<file path="src/rtl/note_sequencer.sv">
// note_sequencer: steps a note-duration array through an external position
// counter, holding each note for its duration in beat ticks, with play,
// pause, stop and optional looping.
// Build option: define NOTE_SEQ_LOOP_EN to honour i_loop; when undefined,
// i_loop is ignored and playback always ends after the last note.
module note_sequencer #(
    parameter int unsigned POS_BITS   = 4,
    parameter int unsigned ARRAY_SIZE = 16,
    parameter int unsigned DUR_BITS   = 4
) (
    input  logic                i_clk,
    input  logic                i_rst,
    input  logic                i_play,
    input  logic                i_pause,
    input  logic                i_stop,
    input  logic                i_loop,
    input  logic                i_beat,
    input  logic [POS_BITS-1:0] i_pos,
    input  logic [DUR_BITS-1:0] i_note_dur,
    output logic                o_pos_en,
    output logic                o_pos_rst,
    output logic                o_note_start,
    output logic                o_done,
    output logic                o_playing,
    output logic                o_paused,
    output logic [DUR_BITS-1:0] o_remaining
);

    localparam logic [POS_BITS-1:0] LAST_POS = POS_BITS'(ARRAY_SIZE - 1);
    localparam logic [DUR_BITS-1:0] DUR_ONE  = DUR_BITS'(1);

    typedef enum logic [2:0] {
        S_IDLE   = 3'd0,
        S_FETCH  = 3'd1,
        S_LOAD   = 3'd2,
        S_PLAY   = 3'd3,
        S_PAUSED = 3'd4,
        S_DONE   = 3'd5
    } state_t;

    state_t              r_state;
    state_t              w_state_next;
    logic [DUR_BITS-1:0] r_remaining;
    logic [DUR_BITS-1:0] w_remaining_next;
    logic                r_note_start;
    logic                r_done;
    logic                r_playing;
    logic                r_paused;
    logic                w_loop;
    logic                w_last;

`ifdef NOTE_SEQ_LOOP_EN
    assign w_loop = i_loop;
`else
    // Looping compiled out: the port stays for a fixed pinout but is inert.
    logic w_unused_loop;
    assign w_unused_loop = i_loop;
    assign w_loop        = 1'b0;
`endif

    assign w_last = (i_pos == LAST_POS);

    // Next-state, beat countdown and position-counter strobes.
    always_comb begin
        w_state_next     = r_state;
        w_remaining_next = r_remaining;
        o_pos_en         = 1'b0;
        o_pos_rst        = 1'b0;

        case (r_state)
            S_IDLE: begin
                o_pos_rst = 1'b1;
                if (i_play) begin
                    w_state_next = S_FETCH;
                end
            end
            S_FETCH: begin
                w_state_next = S_LOAD;
            end
            S_LOAD: begin
                // A zero-length note still lasts one beat.
                w_remaining_next = (i_note_dur == '0) ? DUR_ONE : i_note_dur;
                w_state_next     = S_PLAY;
            end
            S_PLAY: begin
                if (i_pause) begin
                    w_state_next = S_PAUSED;
                end else if (i_beat) begin
                    if (r_remaining > DUR_ONE) begin
                        w_remaining_next = r_remaining - DUR_ONE;
                    end else begin
                        w_remaining_next = '0;
                        if (!w_last || w_loop) begin
                            o_pos_en     = 1'b1;
                            w_state_next = S_FETCH;
                        end else begin
                            w_state_next = S_DONE;
                        end
                    end
                end
            end
            S_PAUSED: begin
                if (i_play && !i_pause) begin
                    w_state_next = S_PLAY;
                end
            end
            S_DONE: begin
                w_state_next = S_IDLE;
            end
            default: begin
                w_state_next = S_IDLE;
            end
        endcase

        // Stop and reset override everything; no advance strobe with them.
        if (i_stop || i_rst) begin
            w_state_next     = S_IDLE;
            w_remaining_next = '0;
            o_pos_en         = 1'b0;
        end
    end

    // State register with synchronous reset.
    always_ff @(posedge i_clk) begin
        if (i_rst) begin
            r_state     <= S_IDLE;
            r_remaining <= '0;
        end else begin
            r_state     <= w_state_next;
            r_remaining <= w_remaining_next;
        end
    end

    // Status flags registered from the next state so they line up with it.
    always_ff @(posedge i_clk) begin
        if (i_rst) begin
            r_note_start <= 1'b0;
            r_done       <= 1'b0;
            r_playing    <= 1'b0;
            r_paused     <= 1'b0;
        end else begin
            r_note_start <= (w_state_next == S_LOAD);
            r_done       <= (w_state_next == S_DONE);
            r_playing    <= (w_state_next == S_FETCH) || (w_state_next == S_LOAD) ||
                            (w_state_next == S_PLAY);
            r_paused     <= (w_state_next == S_PAUSED);
        end
    end

    assign o_note_start = r_note_start;
    assign o_done       = r_done;
    assign o_playing    = r_playing;
    assign o_paused     = r_paused;
    assign o_remaining  = r_remaining;

endmodule

</file>
<file path="config.mk">
export PLATFORM = sky130hd
export DESIGN_NAME = note_sequencer
export DESIGN_NICKNAME = d
export VERILOG_FILES = /design/src/rtl/note_sequencer.sv
export SDC_FILE = /design/constraint.sdc
export NUM_CORES = 1
export LEC_CHECK = 0
export ABC_CLOCK_PERIOD_IN_PS = 1690
export CAP_MARGIN = 20
export CORE_MARGIN = 8
export CORE_UTILIZATION = 35
export CTS_CLUSTER_DIAMETER = 60
export DETAILED_ROUTE_END_ITERATION = 8
export HOLD_SLACK_MARGIN = 0.03
export PLACE_DENSITY = 0.7
export SYNTH_ARGS = -nofsm -noshare
export SYNTH_HDL_FRONTEND = slang
export SYNTH_SLANG_ARGS = --single-unit
export TNS_END_PERCENT = 10
</file>
<file path="constraint.sdc">
create_clock -name i_clk -period 1.69 [get_ports i_clk]
set_input_delay 0.338 -clock i_clk [delete_from_list [all_inputs] [get_ports i_clk]]
set_output_delay 0.338 -clock i_clk [all_outputs]
set_load 0.005 [all_outputs]
</file>
==> out/metrics.sh, run 1 <==
HOLD_CLASS='flip-flop to flip-flop'
CP_NUM_BUF_INV=2
ROUTEDWLPERCELL_UM=11.5
FIN_WORST_SKEW_NS=0.00142
FIRST_PASS_ITERS=4
WORST_SKEW_PAIR.LATE_LATENCY_NS=0.27
MET3_USAGE=0.0258
NUM_VIAS=757
CRITICAL_PATH_MAXIMUM_FANOUT=3
GRT_MOST_USED_LAYER='met2'
FINALPOWER_mW=0.560
GRT_ANTENNA_BEFORE_REPAIR=0
HOLD_VIOLATIONS=0
BUFFERS_ADDED_ON_PORTS=23
YS_FF_LATCH=11
TOTAL_SETUP_VIOLATIONS_REPORTED_AT_THE_END_OF_THE_FLOW=3
GRT_OVERFLOW_TOTAL=0
CP_SLOWEST_STAGE_DELAY_NS=0.35
NETLIST_TOP_CELLS_COUNT='nor2_1 (12), dfxtp_1 (11)'
NUMBER_OF_SYNTHESIS_WARNINGS=0
CRITICAL_PATH_CELL_LIST='inv_2, ha_4, or2_4, nand3_2, nor2_1, and3_1, buf_2'
SYNTH_ENABLE_FLOP_CELLS=0
CTS.CLK_SLEW.WORST_PATHS_NS=0.07
MIN_CLOCK_PERIOD_POST_ROUTE_NS=1.76
WIRE_LENGTH_OF_THE_FIRST_GLOBAL_ROUTING_PASS_MM=2.84
YOSYS.AREA.TOP_TYPE='dfxtp_1'
FINAL_CRITICAL_PATH_SETUP_SLACK_NS=-0.0688
HTREE_LEVELS=1
WORST_EP_ARRIVAL_TIME_NS=1.42
GROUTE.LAYER.MET1.USAGE=0.114
YS.FLOP_TYPE='dfxtp_1'
ROWS=16
SYN_AREA_UM2=672
YOSYS.CELL_COUNT.TOP_TYPE='nor2_1'
DIE-HEIGHT_UM=59.8
NETLIST-CELL-TYPE-COUNT=35
TIMING.CRITICAL_PATH.REQUIRED_NS=1.35
PROPORTION_OF_NETLIST_AREA_HELD_BY_THE_LARGEST_AREA_CONTRIBUTOR=0.328
FINAL_ANTENNA_NET_COUNT=0
FIN_CRIT_SH=1.04
SYNTHCELLS=81
GRT_UTIL_ALL_LAYERS=0.104
GRT_PASS1_VIAS=706
POST-PLACE-WS_NS=-0.371
GRT_UTIL_MET2=0.169
PIN_COUNT=25
END_KIND='output port'
FMAX_GHz=0.569
TOTAL_POWER_DIVIDED_BY_CELL_AREA_mW_PER_MM2=495
WORST_SLEW_MARGIN_RELATIVE_TO_ITS_LIMIT=0.798
FINAL_LAYOUT_SIZE_SUFFIX_GT1_FRAC=0.344
DIE_AREA_MM2=0.00358
SYNTHARSTFLOPSHARE=0
PLACE.GP.CONGESTION=0.880
CTS_MADE_BUFFERS=3
UNREPAIRED_SETUP_ENDPOINTS_AFTER_GLOBAL_ROUTING='true'
AREA_GROWTH_SYN_TO_LAYOUT_PCT=68.3
YOSYSSEQAREASHARE=0.328
ROUTED_WIRELENGTH_MM=1.78
CORE-AREA_MM2=0.00188
CTS_HOLD_REPAIR.BUFFERS=0
TRITONCTS='done'
CRITICAL_PATH.SLOWEST_CELL='dfxtp_2'
SYN_AREA_PER_CELL_UM2=8.29
PLACED_CELLS=148
FIN_NETS=146
POWER.LEAKAGE_nW=0.485
GRT_MAX_DEGREE=12
STATUS='complete, but fails checks'
CTS_NUM_SINKS=11
WORSTMARGINPINSLEW_NS=0.300
YOSYS-TOP-CELLS-AREA='dfxtp_1 (33%), nor2_1 (6.7%), nand2b_1 (4.7%), a21oi_1 (3.7%), ha_1 (3.7%)'
LARGEST_BUFFER_COUNT_ON_ANY_CLOCK_PATH=2
CLK_ROOT_BUFFER_CELL='clkbuf_4'
DR.FIRST_ITER.DRC_COUNT=9
NFILLCELLS=174
DRV.MAX_CAP_VIOLATION_COUNT=0
POST_DRT_VIA_CELL_RATIO=4.88
FLOORPLAN.DIE.WIDTH_UM=59.8
CRIT_PATH_LAUNCH_TYPE='flip-flop'
DRC=0
DPL.HPWL_MM=1.47
CRITICAL_PATH.TOP_DELAY_FAMILY='simple AND/OR/NAND/NOR gates'
PATH_CLASS='flip-flop to output port'
ANTENNADIODECOUNT=0
VDD_DROP_MAX_uV=410
SYNTH_FP_NETS=98
FAILED_CHECKS='negative setup slack'
POST_LAYOUT_NONFILLER_INSTANCES=155
TIMING_MAX_TRANSITION_VIOLATIONS_FINAL=0
FLOORPLAN.INITIALDENSITY=0.357
[placed cells by master (no fill, tap or decap), types with 2 or more instances in the layout]
master | netlist | layout
inv_2 | 0 | 2
a21o_1 | 2 | 2
nor2_1 | 12 | 12
and3_1 | 2 | 2
a21oi_1 | 5 | 5
clkbuf_4 | 0 | 3
a311oi_1 | 2 | 2
nand2_1 | 5 | 5
or2_1 | 2 | 2
dfxtp_2 | 0 | 3
clkdlybuf4s50_1 | 0 | 20
o21ai_0 | 5 | 5
buf_4 | 0 | 24
dfxtp_1 | 11 | 8
nor3_1 | 4 | 4
nand2b_1 | 5 | 5
[routing by layer]
metal | vias up | wire length (µm) | part of all wire
met5 | - | 0 | 0
met4 | 0 | 59 | 0.033
met3 | 7 | 110 | 0.062
met2 | 22 | 821 | 0.46
met1 | 341 | 785 | 0.44
li1 | 387 | - | -
[cells by family (layout without fill, tap and decap cells)]
logic type	after synthesis	in the layout	share of synthesized area
simple gates	41	41	0.354
fa+ha+maj	2	2	0.0372
compound gates	22	22	0.240
flops	11	11	0.328
buf+inv	5	52	0.0410
[timing repair]
item,4_1_cts,5_1_grt
cloned,0,0
pin swaps,3,8
resized for setup,12,3
setup endpoints to repair,6,4
setup buffers,1,3
[worst min-delay path, stage by stage (launching register included)]
cell and delay (ns):
dfxtp_1 0.31, buf_4 0.14, o21ai_0 0.07, a21oi_1 0.06
[path summary, 6_finish.rpt]
path,start,end,slack [ns],cells after the start
worst min-delay path,o_remaining[3]$_SDFFE_PP0P_,o_remaining[3]$_SDFFE_PP0P_,0.62,3
worst min register to register,o_remaining[3]$_SDFFE_PP0P_,o_remaining[3]$_SDFFE_PP0P_,0.62,3
worst max register to register,o_remaining[0]$_SDFFE_PP0P_,o_note_start$_SDFF_PP0_,-0.05,7
worst max-delay path,o_remaining[0]$_SDFFE_PP0P_,o_pos_en,-0.07,7
[layout make-up]
| class | count | area, µm² | share of cell area |
|---|---|---|---|
| Inverter | 2 | 7.51 | 0.00664 |
| Tap cell | 27 | 33.8 | 0.0299 |
| Clock inverter | 1 | 5.00 | 0.00442 |
| Multi-Input combinational cell | 65 | 444 | 0.393 |
| Sequential cell | 11 | 224 | 0.198 |
| Clock buffer | 3 | 22.5 | 0.0199 |
| Timing Repair Buffer | 46 | 394 | 0.348 |
[where the power goes]
group	internal [mW]	leakage (nW)	total, mW	switching, mW
sequential	0.265	0.0905	0.269	0.00446
combinational	0.0717	0.376	0.116	0.0439
clock	0.0876	0.0177	0.175	0.0873
[state kept, by name (all words and copies together), names as in the netlist]
name          count
o_playing         1
r_state           3
o_remaining       4
o_note_start      1
o_paused          1
o_done            1
[through the flow]
| step | hold WS, ns | instance area (µm²) | utilization | setup TNS [ns] |
|---|---|---|---|---|
| finish | 0.621 | 1130 | 0.601 | -0.121 |
| global placement | 0.605 | 1070 | 0.566 | -0.846 |
| CTS | 0.622 | 1110 | 0.588 | -0.121 |
| detailed placement | 0.606 | 1070 | 0.566 | -0.989 |
| floorplan | 0.497 | 672 | - | 0 |
| global route | 0.635 | 1130 | 0.601 | -0.406 |
No activity file was read; power rests on OpenSTA's default activity.
==> run 2, diff against run 1 <==
Settings changed: REMOVE_ABC_BUFFERS from default to 1, SETUP_SLACK_MARGIN from default to 0.3.
==> run 2 against run 1 <==
The flow still finishes with violations (negative setup slack). Non-clock buffer count decreased by 2. Power increased by 0.82%. Global-route usage up 1.7 points. Fmax fell by 0.69%. Design area is 4.5% higher. Die area did not move. Cell count fell by 1.3%.
==> out/metrics.sh, run 2 (synthesized netlist as in run 1, its figures left out) <==
STATUS='complete, but fails checks'
FAILED_CHECKS='negative setup slack'
TIMING.CRITICAL_PATH.REQUIRED_NS=1.35  # about the same
AREA_GROWTH_SYN_TO_LAYOUT_PCT=76.0
FINAL_LAYOUT_SIZE_SUFFIX_GT1_FRAC=0.405  # +0.0610
DRV.MAX_CAP_VIOLATION_COUNT=0  # unchanged
CTS_MADE_BUFFERS=3  # unchanged
MIN_PATH_CELLS=3  # unchanged
R2R_CELLS=7  # unchanged
FIN_NETS=144  # -1.4%
CRITICAL_PATH.SLOWEST_CELL='dfxtp_4'
DR.FIRST_ITER.DRC_COUNT=15  # +6
GRT_PASS1_VIAS=748  # +5.9%
DIE_AREA_MM2=0.00358  # unchanged
GRT_OVERFLOW_TOTAL=0  # unchanged
REG2REG_SLACK_NS=0.02  # +0.07 ns
PLACED_CELLS=147  # -0.68%
FINAL_CRITICAL_PATH_SETUP_SLACK_NS=-0.0811  # -0.0123 ns
LARGEST_BUFFER_COUNT_ON_ANY_CLOCK_PATH=2  # unchanged
CP_SLOWEST_STAGE_DELAY_NS=0.39  # +0.04 ns
WHS_ENDPOINT='o_remaining[3]$_SDFFE_PP0P_'
MULTI_INPUT_COMB_AREA_UM2=492  # +11%
HOLD_CLASS='flip-flop to flip-flop'
WORSTMARGINPINSLEW_NS=0.264  # -0.0356 ns
DPL.HPWL_MM=1.50  # +2.2%
DIE-HEIGHT_UM=59.8  # unchanged
PATH_CLASS='flip-flop to output port'
DRC=0  # unchanged
PLACE.GP.CONGESTION=0.865  # -1.6%
COMMONEST_CELLS_AFTER_ROUTING_FILL_AND_TAPS_ASIDE='buf_4 (19), clkdlybuf4s50_1 (11), nor2_1 (10)'
FMAX_GHz=0.565  # -0.69%
HTREE_LEVELS=1  # unchanged
FLOORPLAN.DIE.WIDTH_UM=59.8  # unchanged
GRT_ANTENNA_BEFORE_REPAIR=0  # unchanged
WORST_R2R_ENDPOINT='o_playing$_SDFF_PP0_'
FINALPOWER_mW=0.565  # +0.82%
FLOORPLAN.INITIALDENSITY=0.357  # unchanged
FIN_CRIT_SH=1.05  # +0.00725
VDD_DROP_MAX_uV=611  # +49%
CRITICAL_PATH_MAXIMUM_FANOUT=3  # unchanged
TOTAL_POWER_DIVIDED_BY_CELL_AREA_mW_PER_MM2=477  # -3.6%
WORST_SKEW_PAIR.LATE_LATENCY_NS=0.26  # about the same
POST_DRT_VIA_CELL_RATIO=4.85  # -0.70%
ANTENNADIODECOUNT=0  # unchanged
CTS_NUM_SINKS=11  # unchanged
CRITICAL_PATH_CELL_LIST='inv_4, ha_4, or2_4, nand3_4, nor2_2, and3_1, buf_2'
GRT_MAX_DEGREE=12  # unchanged
WORST_SLEW_MARGIN_RELATIVE_TO_ITS_LIMIT=0.823  # +0.0249
TOTAL_SETUP_VIOLATIONS_REPORTED_AT_THE_END_OF_THE_FLOW=1  # -2
MOSTFREQUENTLAYOUTCELL='buf_4'
UNREPAIRED_SETUP_ENDPOINTS_AFTER_GLOBAL_ROUTING='true'
LARGEST_REGISTER_FFS=4  # unchanged
POST-PLACE-WS_NS=-0.392  # -0.0210 ns
HOLD_WS_NS=0.614  # -0.00781 ns
ROUTEDWLPERCELL_UM=13.3  # +16%
ROWS=16  # unchanged
END_KIND='output port'
CORE-AREA_MM2=0.00188  # unchanged
GRT_UTIL_ALL_LAYERS=0.121  # +0.0172
FIRST_PASS_ITERS=4  # unchanged
HOLD_PATH_STARTPOINT='o_remaining[3]$_SDFFE_PP0P_'
CTS.CLK_SLEW.WORST_PATHS_NS=0.07  # about the same
FINAL_ANTENNA_NET_COUNT=0  # unchanged
CRIT-REG2REG-LAUNCH='o_remaining[0]$_SDFFE_PP0P_'
PIN_COUNT=25  # unchanged
REGISTER_AREA_UM2=235  # +5.0%
POST_LAYOUT_NONFILLER_INSTANCES=153  # -1.3%
BUFFERS_ADDED_ON_PORTS=23  # unchanged
POWER.LEAKAGE_nW=0.533  # +10%
NFILLCELLS=156  # -10%
FINALINSTANCEAREA_MM2=0.00118  # +4.5%
MIN_CLOCK_PERIOD_POST_ROUTE_NS=1.77  # +0.0123 ns
FIN_WORST_SKEW_NS=0.00342  # +0.00200 ns
HOLD_VIOLATIONS=0  # unchanged
TIMING_MAX_TRANSITION_VIOLATIONS_FINAL=0  # unchanged
NUM_VIAS=742  # -2.0%
CLK_ROOT_BUFFER_CELL='clkbuf_4'
PLACED_CELL_AREA_MM2=0.00106  # -0.70%
ROUTED_WIRELENGTH_MM=2.03  # +14%
WORST_EP_ARRIVAL_TIME_NS=1.43  # about the same
TRITONCTS='done'
WIRE_LENGTH_OF_THE_FIRST_GLOBAL_ROUTING_PASS_MM=3.31  # +17%
CRIT_PATH_LAUNCH_TYPE='flip-flop'
CTS_HOLD_REPAIR.BUFFERS=0  # unchanged
run 2: cell count changes in the layout (fill, tap and decap cells not counted), sizes merged:
cell | before | now
clkdlybuf4s50 | 20 | 11
dlygate4sd2 | 1 | 7
buf | 25 | 23
dlymetal6s2s | 0 | 2
clkdlybuf4s15 | 0 | 1
run 2: metal layers:
layer  global-route usage  up-vias  part of all wire
met5                    0        -                 0
met4               0.0612        0             0.013
met3               0.0258        2             0.030
met2                0.228       16              0.57
met1                0.121      342              0.39
li1                     -      382                 -
run 2: final cells by class:
class                   count  area share
clock buffers               3      0.0190
clock inverters             1     0.00423
inverters                   2      0.0106
multi-input cells          65       0.416
flip-flops and latches     11       0.199
well taps                  27      0.0286
repair buffers             44       0.323
run 2: worst max path at each step:
stage | start | endpoint | cells after the start | slack [ns]
floorplan | o_remaining[0]$_SDFFE_PP0P_ | o_note_start$_SDFF_PP0_ | 6 | 0.01
global placement | i_stop | o_pos_en | 5 | -0.39
detailed placement | i_stop | o_pos_en | 5 | -0.39
CTS | o_remaining[0]$_SDFFE_PP0P_ | o_pos_en | 7 | -0.07
global route | o_remaining[0]$_SDFFE_PP0P_ | o_pos_en | 7 | -0.14
finish | o_remaining[0]$_SDFFE_PP0P_ | o_pos_en | 7 | -0.08
run 2: power by group:
group | leakage [nW] | internal [mW] | switching (mW)
sequential | 0.0929 | 0.262 | 0.00580
combinational | 0.423 | 0.0717 | 0.0497
clock | 0.0177 | 0.0873 | 0.0884
run 2: metrics by stage:
step	utilization	setup TNS, ns
2_1_floorplan	-	0
3_3_place_gp	0.563	-1.03
3_5_place_dp	0.563	-1.03
4_1_cts	0.612	-0.0707
6_report	0.628	-0.0811
5_1_grt	0.628	-0.205
run 2: repair_timing:
| item | 4_1_cts | 5_1_grt |
|---|---|---|
| setup buffers | 2 | 0 |
| resized for setup | 39 | 10 |
| setup endpoints to repair | 20 | 14 |
| pin swaps | 20 | 5 |
run 2: worst max-delay path: cells and delay by family, from the launching register on:
kind / cells / cell delay, ns
adder cells (fa/ha/maj): 1 / 0.14
buffers and inverters: 2 / 0.16
flip-flops: 1 / 0.39
AND/OR/NAND/NOR: 4 / 0.48
==> run 3, diff against run 2 <==
Settings changed: CTS_BUF_LIST from default to sky130_fd_sc_hd__clkbuf_4.
==> results of run 3 <==
No change in the layout: final DEF, timing and power equal those of run 2.
